===== src/rtl/rc_ladder_pkg.sv =====
// Shared types and helpers for the RC ladder filter.
// Latency: n/a (declarations only).
// Backpressure: n/a.
package rc_ladder_pkg;

    typedef enum logic {
        BUFFERED = 1'b0,
        LOADED   = 1'b1
    } mode_t;

    typedef enum logic [1:0] {
        IDLE   = 2'd0,
        UPDATE = 2'd1,
        OUTPUT = 2'd2
    } state_t;

    // Smallest shift that keeps the coupled ladder's explicit update stable.
    localparam int MIN_LOADED_SHIFT = 2;

    // Working width for saturation; callers sign-extend into it.
    localparam int SAT_W = 32;

    // Clamp a wide signed value to the signed range of a dw-bit word.
    function automatic logic signed [SAT_W-1:0] sat_dw(input logic signed [SAT_W-1:0] x,
                                                       input int dw);
        logic signed [SAT_W-1:0] hi;
        logic signed [SAT_W-1:0] lo;
        hi = $signed((SAT_W'(1) << (dw - 1)) - SAT_W'(1));
        lo = -hi - SAT_W'(1);
        if (x > hi) begin
            return hi;
        end else if (x < lo) begin
            return lo;
        end else begin
            return x;
        end
    endfunction

endpackage


===== src/rtl/rc_ladder_filter_alu.sv =====
// Single-node forward-Euler update: new b from neighbours a (left) and c (right).
// Latency: purely combinational.
// Backpressure: none; the caller decides when the result is committed.
module rc_node_alu
    import rc_ladder_pkg::*;
#(
    parameter int DW      = 16,
    parameter int SHIFT_W = 4
) (
    input  logic signed [DW-1:0]      a,
    input  logic signed [DW-1:0]      b,
    input  logic signed [DW-1:0]      c,
    input  logic                      last,
    input  mode_t                     mode,
    input  logic        [SHIFT_W-1:0] ks,
    output logic signed [DW-1:0]      b_new
);

    // Three guard bits hold a - 2b + c and b + step without wrap.
    localparam int EW = DW + 3;

    logic signed [EW-1:0]      a_x;
    logic signed [EW-1:0]      b_x;
    logic signed [EW-1:0]      c_x;
    logic signed [EW-1:0]      d;
    logic signed [EW-1:0]      step;
    logic signed [EW-1:0]      sum;
    logic        [SHIFT_W-1:0] ks_eff;

    // Difference, floor-shifted gain and saturated accumulate.
    always_comb begin
        a_x = {{3{a[DW-1]}}, a};
        b_x = {{3{b[DW-1]}}, b};
        c_x = {{3{c[DW-1]}}, c};

        ks_eff = ks;
        if (mode == LOADED && ks < SHIFT_W'(MIN_LOADED_SHIFT)) begin
            ks_eff = SHIFT_W'(MIN_LOADED_SHIFT);
        end

        if (mode == LOADED && !last) begin
            d = a_x - (b_x <<< 1) + c_x;
        end else begin
            d = a_x - b_x;
        end

        // Arithmetic shift floors toward -inf; huge shifts leave only the sign.
        step  = d >>> ks_eff;
        sum   = b_x + step;
        b_new = DW'(sat_dw(SAT_W'(sum), DW));
    end

endmodule


===== src/rtl/rc_ladder_filter.sv =====
// Time-multiplexed fixed-point RC ladder (buffered cascade or loaded ladder), one node per cycle.
// Latency: accept at edge t, out_valid sampled high at edge t+STAGES+1; one sample per STAGES+2 cycles.
// Backpressure: in_ready only in IDLE; out_valid/out_data held until out_ready; clr drops the sample.
module rc_ladder_filter
    import rc_ladder_pkg::*;
#(
    parameter int DW      = 16,
    parameter int STAGES  = 3,
    parameter int SHIFT_W = 4
) (
    input  logic                   clk,
    input  logic                   rst_n,
    input  logic                   clr,
    input  logic                   mode,
    input  logic [SHIFT_W-1:0]     k_shift,
    input  logic                   in_valid,
    output logic                   in_ready,
    input  logic [DW-1:0]          in_data,
    output logic                   out_valid,
    input  logic                   out_ready,
    output logic [DW-1:0]          out_data,
    output logic [STAGES*DW-1:0]   node_taps,
    output logic                   busy
);

    localparam int IDX_W = (STAGES > 1) ? $clog2(STAGES) : 1;

    state_t                    state_q;
    state_t                    state_d;
    logic [IDX_W-1:0]          idx_q;
    logic [STAGES-1:0][DW-1:0] node_q;
    logic signed [DW-1:0]      in_q;
    logic signed [DW-1:0]      prev_old_q;
    logic signed [DW-1:0]      out_q;
    mode_t                     mode_q;
    logic [SHIFT_W-1:0]        ks_q;

    logic signed [DW-1:0]      alu_a;
    logic signed [DW-1:0]      alu_b;
    logic signed [DW-1:0]      alu_c;
    logic signed [DW-1:0]      alu_new;
    logic                      last_idx;
    logic                      accept;

    assign node_taps = node_q;
    assign out_data  = out_q;

    // Next state and handshake outputs; clr wins and hides both handshakes.
    always_comb begin
        state_d   = state_q;
        in_ready  = 1'b0;
        out_valid = 1'b0;
        busy      = 1'b0;
        accept    = 1'b0;
        case (state_q)
            IDLE: begin
                in_ready = 1'b1;
                if (in_valid) begin
                    accept  = 1'b1;
                    state_d = UPDATE;
                end
            end
            UPDATE: begin
                busy = 1'b1;
                if (last_idx) begin
                    state_d = OUTPUT;
                end
            end
            OUTPUT: begin
                busy      = 1'b1;
                out_valid = 1'b1;
                if (out_ready) begin
                    state_d = IDLE;
                end
            end
            default: state_d = IDLE;
        endcase
        if (clr) begin
            state_d   = IDLE;
            accept    = 1'b0;
            in_ready  = 1'b0;
            out_valid = 1'b0;
        end
    end

    // State register.
    always_ff @(posedge clk or negedge rst_n) begin
        if (!rst_n) begin
            state_q <= IDLE;
        end else begin
            state_q <= state_d;
        end
    end

    // Operand select: left neighbour is the input or the saved old value, right is still old.
    always_comb begin
        alu_a = (idx_q == '0) ? in_q : prev_old_q;
        alu_b = '0;
        alu_c = '0;
        for (int j = 0; j < STAGES; j++) begin
            if (idx_q == IDX_W'(j)) begin
                alu_b = node_q[j];
            end
        end
        for (int j = 0; j < STAGES - 1; j++) begin
            if (idx_q == IDX_W'(j)) begin
                alu_c = node_q[j+1];
            end
        end
        last_idx = (idx_q == IDX_W'(STAGES - 1));
    end

    rc_node_alu #(
        .DW      (DW),
        .SHIFT_W (SHIFT_W)
    ) u_alu (
        .a     (alu_a),
        .b     (alu_b),
        .c     (alu_c),
        .last  (last_idx),
        .mode  (mode_q),
        .ks    (ks_q),
        .b_new (alu_new)
    );

    // Sample latch, node register file and output register.
    always_ff @(posedge clk or negedge rst_n) begin
        if (!rst_n) begin
            node_q     <= '0;
            in_q       <= '0;
            prev_old_q <= '0;
            out_q      <= '0;
            idx_q      <= '0;
            mode_q     <= BUFFERED;
            ks_q       <= '0;
        end else if (clr) begin
            node_q     <= '0;
            prev_old_q <= '0;
            out_q      <= '0;
            idx_q      <= '0;
        end else begin
            if (accept) begin
                in_q   <= in_data;
                mode_q <= mode_t'(mode);
                ks_q   <= k_shift;
                idx_q  <= '0;
            end
            if (state_q == UPDATE) begin
                for (int j = 0; j < STAGES; j++) begin
                    if (idx_q == IDX_W'(j)) begin
                        node_q[j] <= alu_new;
                    end
                end
                // Old value of this node is the left neighbour of the next one.
                prev_old_q <= alu_b;
                if (last_idx) begin
                    out_q <= alu_new;
                end else begin
                    idx_q <= idx_q + IDX_W'(1);
                end
            end
        end
    end

endmodule


===== config.mk =====
export PLATFORM = sky130hd
export DESIGN_NAME = rc_ladder_filter
export DESIGN_NICKNAME = d
export VERILOG_FILES = /design/src/rtl/rc_ladder_pkg.sv /design/src/rtl/rc_ladder_filter_alu.sv /design/src/rtl/rc_ladder_filter.sv
export SDC_FILE = /design/constraint.sdc
export NUM_CORES = 1
export LEC_CHECK = 0
export BUFFER_PORTS_ARGS = -buffer_cell sky130_fd_sc_hd__clkbuf_2
export CELL_PAD_IN_SITES_DETAIL_PLACEMENT = 0
export CELL_PAD_IN_SITES_GLOBAL_PLACEMENT = 1
export CORE_ASPECT_RATIO = 1.1
export CORE_MARGIN = 1.5
export CORE_UTILIZATION = 36
export CTS_CLUSTER_SIZE = 28
export DETAILED_ROUTE_END_ITERATION = 10
export PLACE_DENSITY = 0.73
export RECOVER_POWER = 50
export SETUP_SLACK_MARGIN = 0.3
export SLEW_MARGIN = 25
export SYNTH_ARGS = -nofsm -noshare
export SYNTH_HDL_FRONTEND = slang
export SYNTH_HIERARCHICAL = 1
export SYNTH_SLANG_ARGS = --single-unit
export TNS_END_PERCENT = 30

===== constraint.sdc =====
create_clock -name clk -period 14 [get_ports clk]
set_input_delay 0.7 -clock clk [delete_from_list [all_inputs] [get_ports clk]]
set_output_delay 0.7 -clock clk [all_outputs]
set_load 0.01 [all_outputs]

---- After elaboration in Yosys (flattened, before gate mapping) ----
Index checks and enable logic that the tools add are counted.
Widths: inputs -> output; s select.
word-level totals
  output and inout bits ................... 67
  register bits after elaboration ......... 105
  bits of input ports ..................... 26
cells by class
  equality and inequality tests ........... 7
  add/subtract/negate cells ............... 5
  shift operators ......................... 1
  bitwise logic cells ..................... 1
  $lt $le $gt $ge ......................... 3
  reductions and logical operators ........ 15
  multiplexer cells ....................... 36
operator list
  cell                  count
  $mux 16               15
  $mux 48               2
  $add 16x19->19        1
  $add 18x16->19        1
  $gt 19x16->1 const B  1
  $lt 19x16->1 const B  1
  $mux 19               1
  $sshr 19x4->19        1
  $sub 16x17->18        1
  $sub 16x16->17        1
  $mux 2                8
  $mux 1                8
  $reduce_and 2->1      4
  $reduce_bool 2->1     4
  $ne 3x3->1 const B    2
  $pmux 2 s3            1
  $eq 2x1->1 const B    2
  $eq 2x2->1 const B    2
  $logic_not 2->1       2
  $lt 4x2->1 const B    1
  $mux 4                1
  $ne 3x2->1 const B    1
  $reduce_and 3->1      1
  $add 2x1->2 const B   1
  other kinds (4)       5

---- Logic depth before layout (Yosys ltp) ----
Gate-level depths: netlist of run 1.
  word-level depth ........................ 15
  mapped depth ............................ 33
  depth with buffers taken out ............ 30

---- Modules after synthesis ----
Netlist of run 1, hierarchy kept.
modules (own cells, without submodules)
  module            cells each  area an instance (um2)  times used
  rc_ladder_filter  460         4660.7                  1
  rc_node_alu       666         4649.5                  1

---- Worst setup path before layout of run 1 ----
OpenSTA, ideal clock, no wires.
  path kind ............................... register -> register
  from .................................... register idx_q[1]
  to ...................................... register node_q (netlist bit node_taps[39])
  cell stages (with the launch flop) ...... 33
  clock period less this slack ............ 7.221 ns
  arrival time ............................ 7.096 ns
  path slack .............................. 6.779 ns
  path buffers ............................ 3
  cell sequence ........................... dfrtp_1 -> buf_2 -> nor2_2 -> buf_2 -> mux2_2 -> inv_1 -> fa_1 -> inv_1 -> ha_1 -> o211ai_1 -> a211oi_1 -> o21ai_2 -> o21bai_1 -> mux2i_1 -> nor3_1 -> o32a_1 -> mux2_2 -> a21oi_1 -> ha_1 -> inv_1 -> fa_1 -> nor2b_1 -> o31a_2 -> nor3_1 -> o32a_1 -> o311a_1 -> mux2i_1 -> xnor3_2 -> o21ai_4 -> clkbuf_8 -> o21ai_0 -> nor2b_1 -> mux2_2
on the way
  elaborated cells on any way between the ends .. 26
  classes of those cells .................. 4 x add/sub; 2 x order compare; 2 x eq/ne; 1 x shift; 12 x mux; 5 x reduce/logical
RTL lines
  what                            RTL line                    text
  start: declaration              rc_ladder_filter.sv:30      logic [IDX_W-1:0] idx_q;
  start signal: assignment        rc_ladder_filter.sv:159     idx_q <= idx_q + IDX_W'(1);
  $logic_not 2->1 *               rc_ladder_filter.sv:97      alu_a = (idx_q == '0) ? in_q : prev_old_q;
  $mux 16 *                       rc_ladder_filter.sv:97
  net alu_a[6]                    rc_ladder_filter.sv:38      logic signed [DW-1:0] alu_a;
  $sub 16x17->18                  rc_ladder_filter_alu.sv:42  d = a_x - (b_x <<< 1) + c_x;
  $add 18x16->19                  rc_ladder_filter_alu.sv:42
  $mux 19 *                       rc_ladder_filter_alu.sv:41  if (mode == LOADED && !last) begin
  $sshr 19x4->19 *                rc_ladder_filter_alu.sv:48  step = d >>> ks_eff;
  $add 16x19->19 *                rc_ladder_filter_alu.sv:49  sum = b_x + step;
  $lt 19x16->1                    rc_ladder_pkg.sv:32         end else if (x < lo) begin
  $mux 16                         rc_ladder_pkg.sv:32
  $mux 16 *                       rc_ladder_pkg.sv:30         if (x > hi) begin
  net alu_new[7]                  rc_ladder_filter.sv:41      logic signed [DW-1:0] alu_new;
  $mux 16 *                       rc_ladder_filter.sv:150     if (idx_q == IDX_W'(j)) begin
  $mux 48 *                       rc_ladder_filter.sv:148     if (state_q == UPDATE) begin
  $mux 48 *                       rc_ladder_filter.sv:136     end else if (clr) begin
  end signal: indexed assignment  rc_ladder_filter.sv:151     node_q[j] <= alu_new;
  end: declaration                rc_ladder_filter.sv:31      logic [STAGES-1:0][DW-1:0] node_q;
The timed path passes the listed nets; every way through them passes the cells marked *. The select of a mux whose other input is x is not followed.
A chain may end at the register's enable or synchronous reset.

---- Final worst setup path of run 1 ----
  from .................................... register idx_q[1]
  to ...................................... register node_q (netlist bit node_taps[44])
Same word-level chain as after synthesis.

==> impl_metrics.env, run 1 <==
export IMPL_drc=0
export IMPL_whs_path_depth=1
export IMPL_worstSkewPairLatency_ps=370
export IMPL_worstSetupStartpointType="register"
export IMPL_tritoncts="built"
export IMPL_first_global_vias=8209
export IMPL_grt_usage_pct=22.3
export IMPL_ff2ff_path_depth=30
export IMPL_drive_above_1_share_pct=15.9
export IMPL_rsz0062_at_grt="no"
export IMPL_grt_pass1_wl_microns=46200
export IMPL_worstHoldEndpoint="in_q[13]"
export IMPL_vias=8479
export IMPL_syn_nets=1226
export IMPL_drt_first_pass_iters=5
export IMPL_routedWlPerCell_microns=19.1
export IMPL_grt_max_degree=74
export IMPL_hpwl_microns=22600
export IMPL_worstPathRequired_ps=14240
export IMPL_drv_cap=1
export IMPL_r2r_end="node_taps[44]"
export IMPL_cts_repair_resized=0
export IMPL_violations="max-capacitance violations, max-slew violations"
export IMPL_synth_seq_area_share_pct=23.9
export IMPL_r2r_setup_slack_ps=4630
export IMPL_hold_violations=0
export IMPL_slowest_delay_ps=800
export IMPL_post_route_period_util_pct=66.9
export IMPL_async_flop_share_pct=100
export IMPL_status="finished with violations"
export IMPL_syn_inst=1126
export IMPL_worstPathArrival_ps=9620
export IMPL_ys_warn_count=6
export IMPL_dieArea_sq_um=26800
export IMPL_syn_to_final_growth_pct=8.99
export IMPL_hold_path_class="register to register"
export IMPL_ctsHtreeMaxLevel=3
export IMPL_slew_limit_headroom_pct=-103
export IMPL_ys_ff_latch=89
export IMPL_port_buffer_count=92
export IMPL_routed_via_density=5.57
export IMPL_start_util_pct=36.7
export IMPL_path_class="register to register"
export IMPL_ys_types=92
export IMPL_drt_total_wl_microns=29100
export IMPL_final_util_pct=40.0
export IMPL_io_pins=93
export IMPL_core_area_sq_um=25300
export IMPL_drv_slew=52
export IMPL_setup_viol=0
export IMPL_rr_startpoint="idx_q[1]"
export IMPL_ctsHoldBuffers=0
export IMPL_syn_area_per_cell_sq_um=8.27
export IMPL_finalSetupTns_ps=0
export IMPL_cts_sinks=89
export IMPL_synthFlopType="dfrtp_1"
export IMPL_grt_antenna_before_repair=0
export IMPL_drtAntennaViolNets=0
export IMPL_num_antenna_cells=0
export IMPL_endpoint_kind="register"
export IMPL_post_cts_setup_buffer_count=0
export IMPL_cp_max_fo=26
export IMPL_clk_pin_slew_ps=80
export IMPL_fin_worst_skew_ps=18.5
export IMPL_cts_buffer_depth=2
export IMPL_die_w_microns=156
export IMPL_critPathLaunch="idx_q[1]"
export IMPL_worstMarginPinSlew_ps=3040
export IMPL_rows=61
export IMPL_clockRootBuffer="clkbuf_16"
export IMPL_synth_edf_count=0
export IMPL_netlist_area_sq_um=9310
export IMPL_crit_path_top_delay_cell="nor2_2"
export IMPL_die_h_microns=172
export IMPL_gr_total_overflow=0
export IMPL_post_route_min_period_ps=9370
export IMPL_gp_congestion=0.936
export IMPL_max_clock_freq_mhz=107
export IMPL_cts_made_buffers=9
export IMPL_nets=1270
export IMPL_min_from="in_q[13]"
export IMPL_hold_slack_ps=509
export IMPL_dr_first_iter_drc_count=636
[synth_stat cells (7+ instances only)]
library cell	n	area, sq um
a21o_1	13	97.6
and3_1	7	43.8
inv_1	87	327
nor2_1	83	312
xnor2_1	13	114
nor2b_1	23	144
a21oi_1	90	450
ha_1	56	701
clkbuf_1	26	97.6
buf_4	20	150
o211ai_1	13	97.6
a2111oi_0	7	61.3
nand2_1	144	541
o21a_1	11	82.6
o21bai_1	8	60.1
mux2i_1	46	460
a21oi_2	10	87.6
nand2b_1	15	93.8
o21ai_0	35	175
xor2_1	11	96.3
or2_1	9	56.3
buf_2	15	75.1
mux2_2	60	676
a31oi_1	7	43.8
a211oi_1	25	188
dfrtp_1	89	2230
nand3_1	17	85.1
a311oi_1	18	158
or3_1	8	50.1
o31ai_1	7	52.6
fa_1	18	360
nor3_1	19	95.1
or2_2	9	56.3
[metal layers]
layer / up-vias / GRT usage [%] / routed length [microns] / part of all wire (%)
met1: 4106 / 31.0 / 13800 / 48
met2: 230 / 35.4 / 13100 / 45
met3: 40 / 2.60 / 1350 / 4.6
met5: - / 0 / 0 / 0
met4: 0 / 8.20 / 782 / 2.7
li1: 4103 / - / - / -
[sequential cells by signal (all words and copies together) (netlist names)]
name        flops
state_q         2
in_q           16
prev_old_q     16
mode_q          1
ks_q            4
idx_q           2
node_taps      48
[metrics by stage]
| step | setup WS [ps] | cells | area [sq um] |
|---|---|---|---|
| after floorplan | 6780 | 1126 | 9310 |
| after global placement | 4910 | 1504 | 9890 |
| after detailed placement | 4750 | 1504 | 9890 |
| after CTS | 4690 | 1520 | 10200 |
| after global routing | 4050 | 1521 | 10100 |
| final | 4630 | 1521 | 10100 |
[worst max-delay path by stage]
| stage | cells after the start | slack (ps) | endpoint |
|---|---|---|---|
| floorplan | 32 | 6780 | node_taps[39] |
| global placement | 30 | 4910 | node_taps[35] |
| detailed placement | 30 | 4750 | node_taps[44] |
| CTS | 30 | 4690 | node_taps[44] |
| global route | 30 | 4050 | node_taps[44] |
| finish | 30 | 4630 | node_taps[44] |
[cells in the final DEF, fill, tap and decap left out, types with 19 or more instances in the layout]
cell / count
nand2_1: 144
a21oi_1: 90
dfrtp_1: 88
inv_1: 87
nor2_1: 83
mux2_2: 60
clkbuf_2: 58
ha_1: 56
mux2i_1: 46
clkbuf_1: 37
o21ai_0: 35
a211oi_1: 25
nor2b_1: 21
nor3_1: 19
[logic make-up after synthesis]
logic type | after synthesis | synth area share, %
adders and majority gates | 74 | 11.4
and+or+nand+nor | 368 | 18.9
xor gates and xnor gates | 25 | 2.51
muxes | 108 | 12.4
buffers and inverters | 158 | 7.82
AOI/OAI and AO/OA | 304 | 23.0
DFF | 89 | 23.9
[layout make-up]
class | count | area, sq um
clock inverters | 6 | 73.8
inverters | 88 | 330
well taps | 346 | 433
multi-input cells | 879 | 6360
fillers | 2686 | 15200
flip-flops and latches | 89 | 2230
clock buffers | 10 | 229
repair buffers | 103 | 493
[critical path: cells and delay by family (launching register included)]
family | cells | cell delay [ps]
multiplexers | 5 | 1490
AO/OA/AOI/OAI | 11 | 3610
AND/OR/NAND/NOR | 5 | 1350
XOR/XNOR | 1 | 330
flip-flops | 1 | 500
adder cells (fa/ha/maj) | 4 | 1520
buffers and inverters | 4 | 440
Power of run 1 is not shown: default switching activity piles up to over one toggle a cycle in this logic, so the estimate is an artifact.
==> inputs of run 2 (changes only) <==
Settings changed: ABC_AREA from default to 1, PLACE_DENSITY 0.73 to 0.77.
Clock period 14 ns to 9 ns, I/O delays scaled along.
==> impl_metrics.env, run 2 <==
export IMPL_cts_made_buffers=9
export IMPL_grt_usage_pct=23.9
export IMPL_syn_area_per_cell_sq_um=6.28
export IMPL_worstSkewPairLatency_ps=360
export IMPL_grt_max_degree=51
export IMPL_hold_slack_ps=319
export IMPL_num_antenna_cells=0
export IMPL_netlist_area_sq_um=9320
export IMPL_max_clock_freq_mhz=143
export IMPL_worstPathArrival_ps=7240
export IMPL_clockRootBuffer="clkbuf_16"
export IMPL_drt_first_pass_iters=7
export IMPL_nets=1628
export IMPL_core_area_sq_um=25300
export IMPL_hold_path_class="input pin to register"
export IMPL_synthFlopType="dfrtp_1"
export IMPL_vias=9607
export IMPL_hpwl_microns=25200
export IMPL_ctsHoldBuffers=0
export IMPL_crit_path_top_delay_cell="o211ai_2"
export IMPL_path_class="register to register"
export IMPL_drc=0
export IMPL_start_util_pct=36.8
export IMPL_gp_congestion=0.945
export IMPL_endpoint_kind="register"
export IMPL_post_cts_setup_buffer_count=0
export IMPL_drv_slew=92
export IMPL_worstSetupStartpointType="register"
export IMPL_syn_to_final_growth_pct=8.89
export IMPL_rsz0062_at_grt="no"
export IMPL_drv_cap=2
export IMPL_grt_pass1_wl_microns=49400
export IMPL_ys_top_cells_by_count="nand2_1, inv_1, nand3_1"
export IMPL_first_global_vias=9141
export IMPL_routedWlPerCell_microns=16.7
export IMPL_dr_first_iter_drc_count=729
export IMPL_worstPathRequired_ps=9230
export IMPL_syn_nets=1583
export IMPL_cp_max_fo=18
export IMPL_gr_total_overflow=0
export IMPL_final_cell_mix="nand2_1, inv_1, nand3_1, dfrtp_1, a21oi_1"
export IMPL_async_flop_share_pct=100
export IMPL_routed_via_density=5.11
export IMPL_setup_viol=0
export IMPL_grt_antenna_before_repair=0
export IMPL_ctsHtreeMaxLevel=3
export IMPL_worstMarginPinSlew_ps=2800
export IMPL_synth_seq_area_share_pct=23.9
export IMPL_finalSetupTns_ps=0
export IMPL_synth_edf_count=0
export IMPL_largest_reg_flops=48
export IMPL_cts_sinks=89
export IMPL_cts_buffer_depth=2
export IMPL_die_h_microns=172
export IMPL_hold_violations=0
export IMPL_port_buffer_count=92
export IMPL_cpMostUsedCell="nand2_1"
export IMPL_layout_commonest_cell="nand2_1"
export IMPL_ys_ff_latch=89
export IMPL_drt_total_wl_microns=31300
export IMPL_post_route_period_util_pct=77.9
export IMPL_ys_warn_count=6
export IMPL_slew_limit_headroom_pct=-86.6
export IMPL_post_route_min_period_ps=7010
export IMPL_violations="max-capacitance violations, max-slew violations"
export IMPL_ys_types=47
export IMPL_rows=61
export IMPL_fin_worst_skew_ps=12.1
export IMPL_drtAntennaViolNets=0
export IMPL_synth_top_area_share_pct=23.9
export IMPL_io_pins=93
export IMPL_post_synth_top_area_cell="dfrtp_1"
export IMPL_slowest_delay_ps=570
export IMPL_drive_above_1_share_pct=10.0
export IMPL_yosysMostFrequentCell="nand2_1"
export IMPL_syn_inst=1483
export IMPL_clk_pin_slew_ps=70
export IMPL_status="finished with violations"
export IMPL_dieArea_sq_um=26900
export IMPL_final_util_pct=40.1
export IMPL_tritoncts="built"
export IMPL_synth_area_leaders="dfrtp_1, nand2_1, nand3_1, inv_1, ha_1"
export IMPL_cts_repair_resized=0
export IMPL_die_w_microns=156
## run 2: cell types whose count changed in the layout (fill, tap and decap cells not counted), sizes merged, moves of 26 or more
cell / delta
nand2: +419
o21ai: +26
a21oi: -37
nand3: +178
inv: +138
mux2i: -46
a211oi: -27
mux2: -62
## run 2: final timing paths
path,startpoint,end,slack [ps],depth (start not counted)
setup / recovery,idx_q[0],node_taps[34],1990,37
hold / removal,in_data[2],in_q[2],320,3
setup reg to reg,idx_q[0],node_taps[34],1990,37
hold reg to reg,in_q[15],in_q[15],470,2
max in group asynchronous,rst_n,prev_old_q[1],4780,2
min in group asynchronous,rst_n,idx_q[1],710,1
## run 2: worst max-delay path, delay by kind of cell, from the launching register on
family / cells / cell delay [ps]
buffers and inverters: 7 / 810
AOI/OAI and AO/OA: 6 / 1560
DFF: 1 / 440
adders and majority gates: 4 / 1660
and+or+nand+nor: 20 / 2380
## run 2: cells by family (layout without fill, tap and decap cells)
group / count (synthesis) / count (layout) / synth area share, %
fa+ha+maj: 74 / 74 / 11.4
xor+xnor: 16 / 16 / 1.50
compound gates: 164 / 164 / 9.88
flops: 89 / 89 / 23.9
simple gates: 852 / 852 / 40.1
buf+inv: 288 / 338 / 13.3
## run 2: final cells by class
cell class	instances	area, sq um
fillers	2879	15200
well taps	346	433
flip-flops and latches	89	2230
inverters	227	855
multi-input cells	1106	5860
repair buffers	95	437
clock inverters	6	95.1
clock buffers	10	239
## run 2: metrics by stage
| step | instance area, sq um | worst slack, ps | instances |
|---|---|---|---|
| after floorplan | 9320 | 3650 | 1483 |
| after global placement | 9860 | 2160 | 1863 |
| after detailed placement | 9860 | 2160 | 1863 |
| after CTS | 10200 | 2140 | 1879 |
| after global routing | 10100 | 1290 | 1879 |
| final | 10100 | 1990 | 1879 |
## run 2: per-layer routing
| metal | up-vias | wire length (microns) | track usage [%] |
|---|---|---|---|
| li1 | 4769 | - | - |
| met1 | 4476 | 14000 | 30.8 |
| met2 | 308 | 14800 | 40.7 |
| met3 | 54 | 1560 | 3.38 |
| met4 | 0 | 982 | 8.86 |
| met5 | - | 0 | 0 |
Power of run 2 is left out for the same reason.
==> inputs of run 3 (changes only) <==
Clock period 9 ns to 7.3 ns, I/O delays scaled along.
==> impl_metrics.env, run 3 (same netlist as run 2, synthesis figures left out) <==
export IMPL_crit_path_top_delay_cell="fa_1"
export IMPL_r2r_end="node_taps[25]"
export IMPL_drv_cap=2
export IMPL_grt_antenna_before_repair=0
export IMPL_multi_input_area_sq_um=5900
export IMPL_hpwl_microns=25500
export IMPL_cts_sinks=89
export IMPL_grt_max_degree=52
export IMPL_cts_buffer_depth=2
export IMPL_worstMarginPinSlew_ps=2790
export IMPL_cts_made_buffers=9
export IMPL_critical_path_depth=35
export IMPL_final_cell_mix="nand2_1, inv_1, nand3_1, dfrtp_1, clkbuf_1"
export IMPL_worstSkewPairLatency_ps=360
export IMPL_grt_pass1_wl_microns=50000
export IMPL_port_buffer_count=92
export IMPL_post_route_min_period_ps=6330
export IMPL_ff2ff_path_depth=35
export IMPL_violations="max-capacitance violations, max-slew violations"
export IMPL_filler_cell_count=2902
export IMPL_dieArea_sq_um=26900
export IMPL_dp_slack_ps=818
export IMPL_worstSetupStartpointType="register"
export IMPL_gp_congestion=0.931
export IMPL_tritoncts="built"
export IMPL_slew_limit_headroom_pct=-86.0
export IMPL_num_antenna_cells=0
export IMPL_setup_slack_ps=973
export IMPL_routedWlPerCell_microns=16.8
export IMPL_drc=0
export IMPL_critPathLaunch="idx_q[0]"
export IMPL_die_h_microns=172
export IMPL_gr_total_overflow=0
export IMPL_path_delay_family="simple AND/OR/NAND/NOR gates"
export IMPL_finalInstanceArea_sq_um=10200
export IMPL_hold_path_class="input pin to register"
export IMPL_status="finished with violations"
export IMPL_r2r_setup_slack_ps=970
export IMPL_routed_via_density=5.07
export IMPL_slowest_delay_ps=640
export IMPL_finalSetupTns_ps=0
export IMPL_layout_commonest_cell="nand2_1"
export IMPL_post_cts_setup_buffer_count=0
export IMPL_die_w_microns=156
export IMPL_ctsHtreeMaxLevel=3
export IMPL_endpoint_kind="register"
export IMPL_io_pins=93
export IMPL_drv_slew=92
export IMPL_ff_latch_area_sq_um=2230
export IMPL_start_util_pct=36.8
export IMPL_endpoint="node_taps[25]"
export IMPL_clk_pin_slew_ps=80
export IMPL_setup_viol=0
export IMPL_largest_reg_flops=48
export IMPL_post_route_period_util_pct=86.7
export IMPL_worstPathArrival_ps=6600
export IMPL_drt_total_wl_microns=31700
export IMPL_vias=9586
export IMPL_hold_violations=0
export IMPL_cp_max_fo=17
export IMPL_rows=61
export IMPL_worstPathRequired_ps=7570
export IMPL_clockRootBuffer="clkbuf_16"
export IMPL_placed_area_sq_um=9920
export IMPL_rr_startpoint="idx_q[0]"
export IMPL_max_clock_freq_mhz=158
export IMPL_grt_usage_pct=24.3
export IMPL_core_area_sq_um=25300
export IMPL_crit_buf_inv=5
export IMPL_dr_first_iter_drc_count=625
export IMPL_drt_first_pass_iters=6
export IMPL_first_global_vias=9194
export IMPL_path_class="register to register"
export IMPL_nets=1638
export IMPL_drive_above_1_share_pct=8.68
export IMPL_drtAntennaViolNets=0
export IMPL_rsz0062_at_grt="no"
export IMPL_cpMostUsedCell="nand2_1"
export IMPL_fin_worst_skew_ps=12.0
export IMPL_syn_to_final_growth_pct=9.48
-- run 3: cell types whose count changed in the layout (fill, tap and decap cells not counted), sizes merged --
| cell | delta |
|---|---|
| bufinv | -2 |
| dlygate4sd3 | +1 |
| clkbuf | -1 |
| inv | +1 |
| buf | +8 |
| nand2 | +1 |
| clkinv | +2 |
-- run 3: routing by layer --
| metal | share of wire, % | global-route usage, % | wire, microns | vias to the layer above |
|---|---|---|---|---|
| li1 | - | - | - | 4804 |
| met1 | 45 | 32.1 | 14400 | 4469 |
| met2 | 48 | 42.1 | 15100 | 274 |
| met3 | 4.8 | 2.67 | 1520 | 39 |
| met4 | 2.3 | 6.38 | 726 | 0 |
| met5 | 0 | 0 | 0 | - |
-- run 3: area by class of cell --
cell class | instances | area share [%]
clock inverter | 7 | 0.773
tap | 346 | 4.24
clock buffer | 9 | 2.21
timing repair buffer | 104 | 4.70
multi-input combinational | 1107 | 57.8
sequential | 89 | 21.8
inverter | 227 | 8.45
-- run 3: worst reg2reg max path: cells and delay by family, from the launching register on --
kind                       cells  cell delay, ps
AOI/OAI and AO/OA              5            1030
DFF                            1             450
buffers and inverters          5             450
adders and majority gates      3            1390
and+or+nand+nor               21            2610
xor gates and xnor gates       1             300
-- run 3: what timing repair did --
item	CTS	global route
resized for setup	0	12
endpoints found under the setup margin	0	45
hold buffers	1	0
endpoints found under the hold margin	30	0
-- run 3: how the worst min path moves through the flow --
stage           startpoint        to  slack [ps]  cells after the start
2_1_floorplan        rst_n  idx_q[0]          70                      0
3_3_place_gp         rst_n  idx_q[0]         370                      1
3_5_place_dp         rst_n  idx_q[0]         370                      1
4_1_cts        in_data[10]  in_q[10]         230                      3
5_1_grt         in_data[9]   in_q[9]         240                      3
6_report       in_data[10]  in_q[10]         240                      3
-- run 3: per-stage QoR --
step	hold slack, ps	std cells	utilization [%]
after floorplan	69.4	1483	-
after global placement	371	1871	39.1
after detailed placement	372	1871	39.1
after CTS	227	1888	40.4
after global routing	238	1889	40.3
final	236	1889	40.3
Power of run 3 is left out for the same reason.
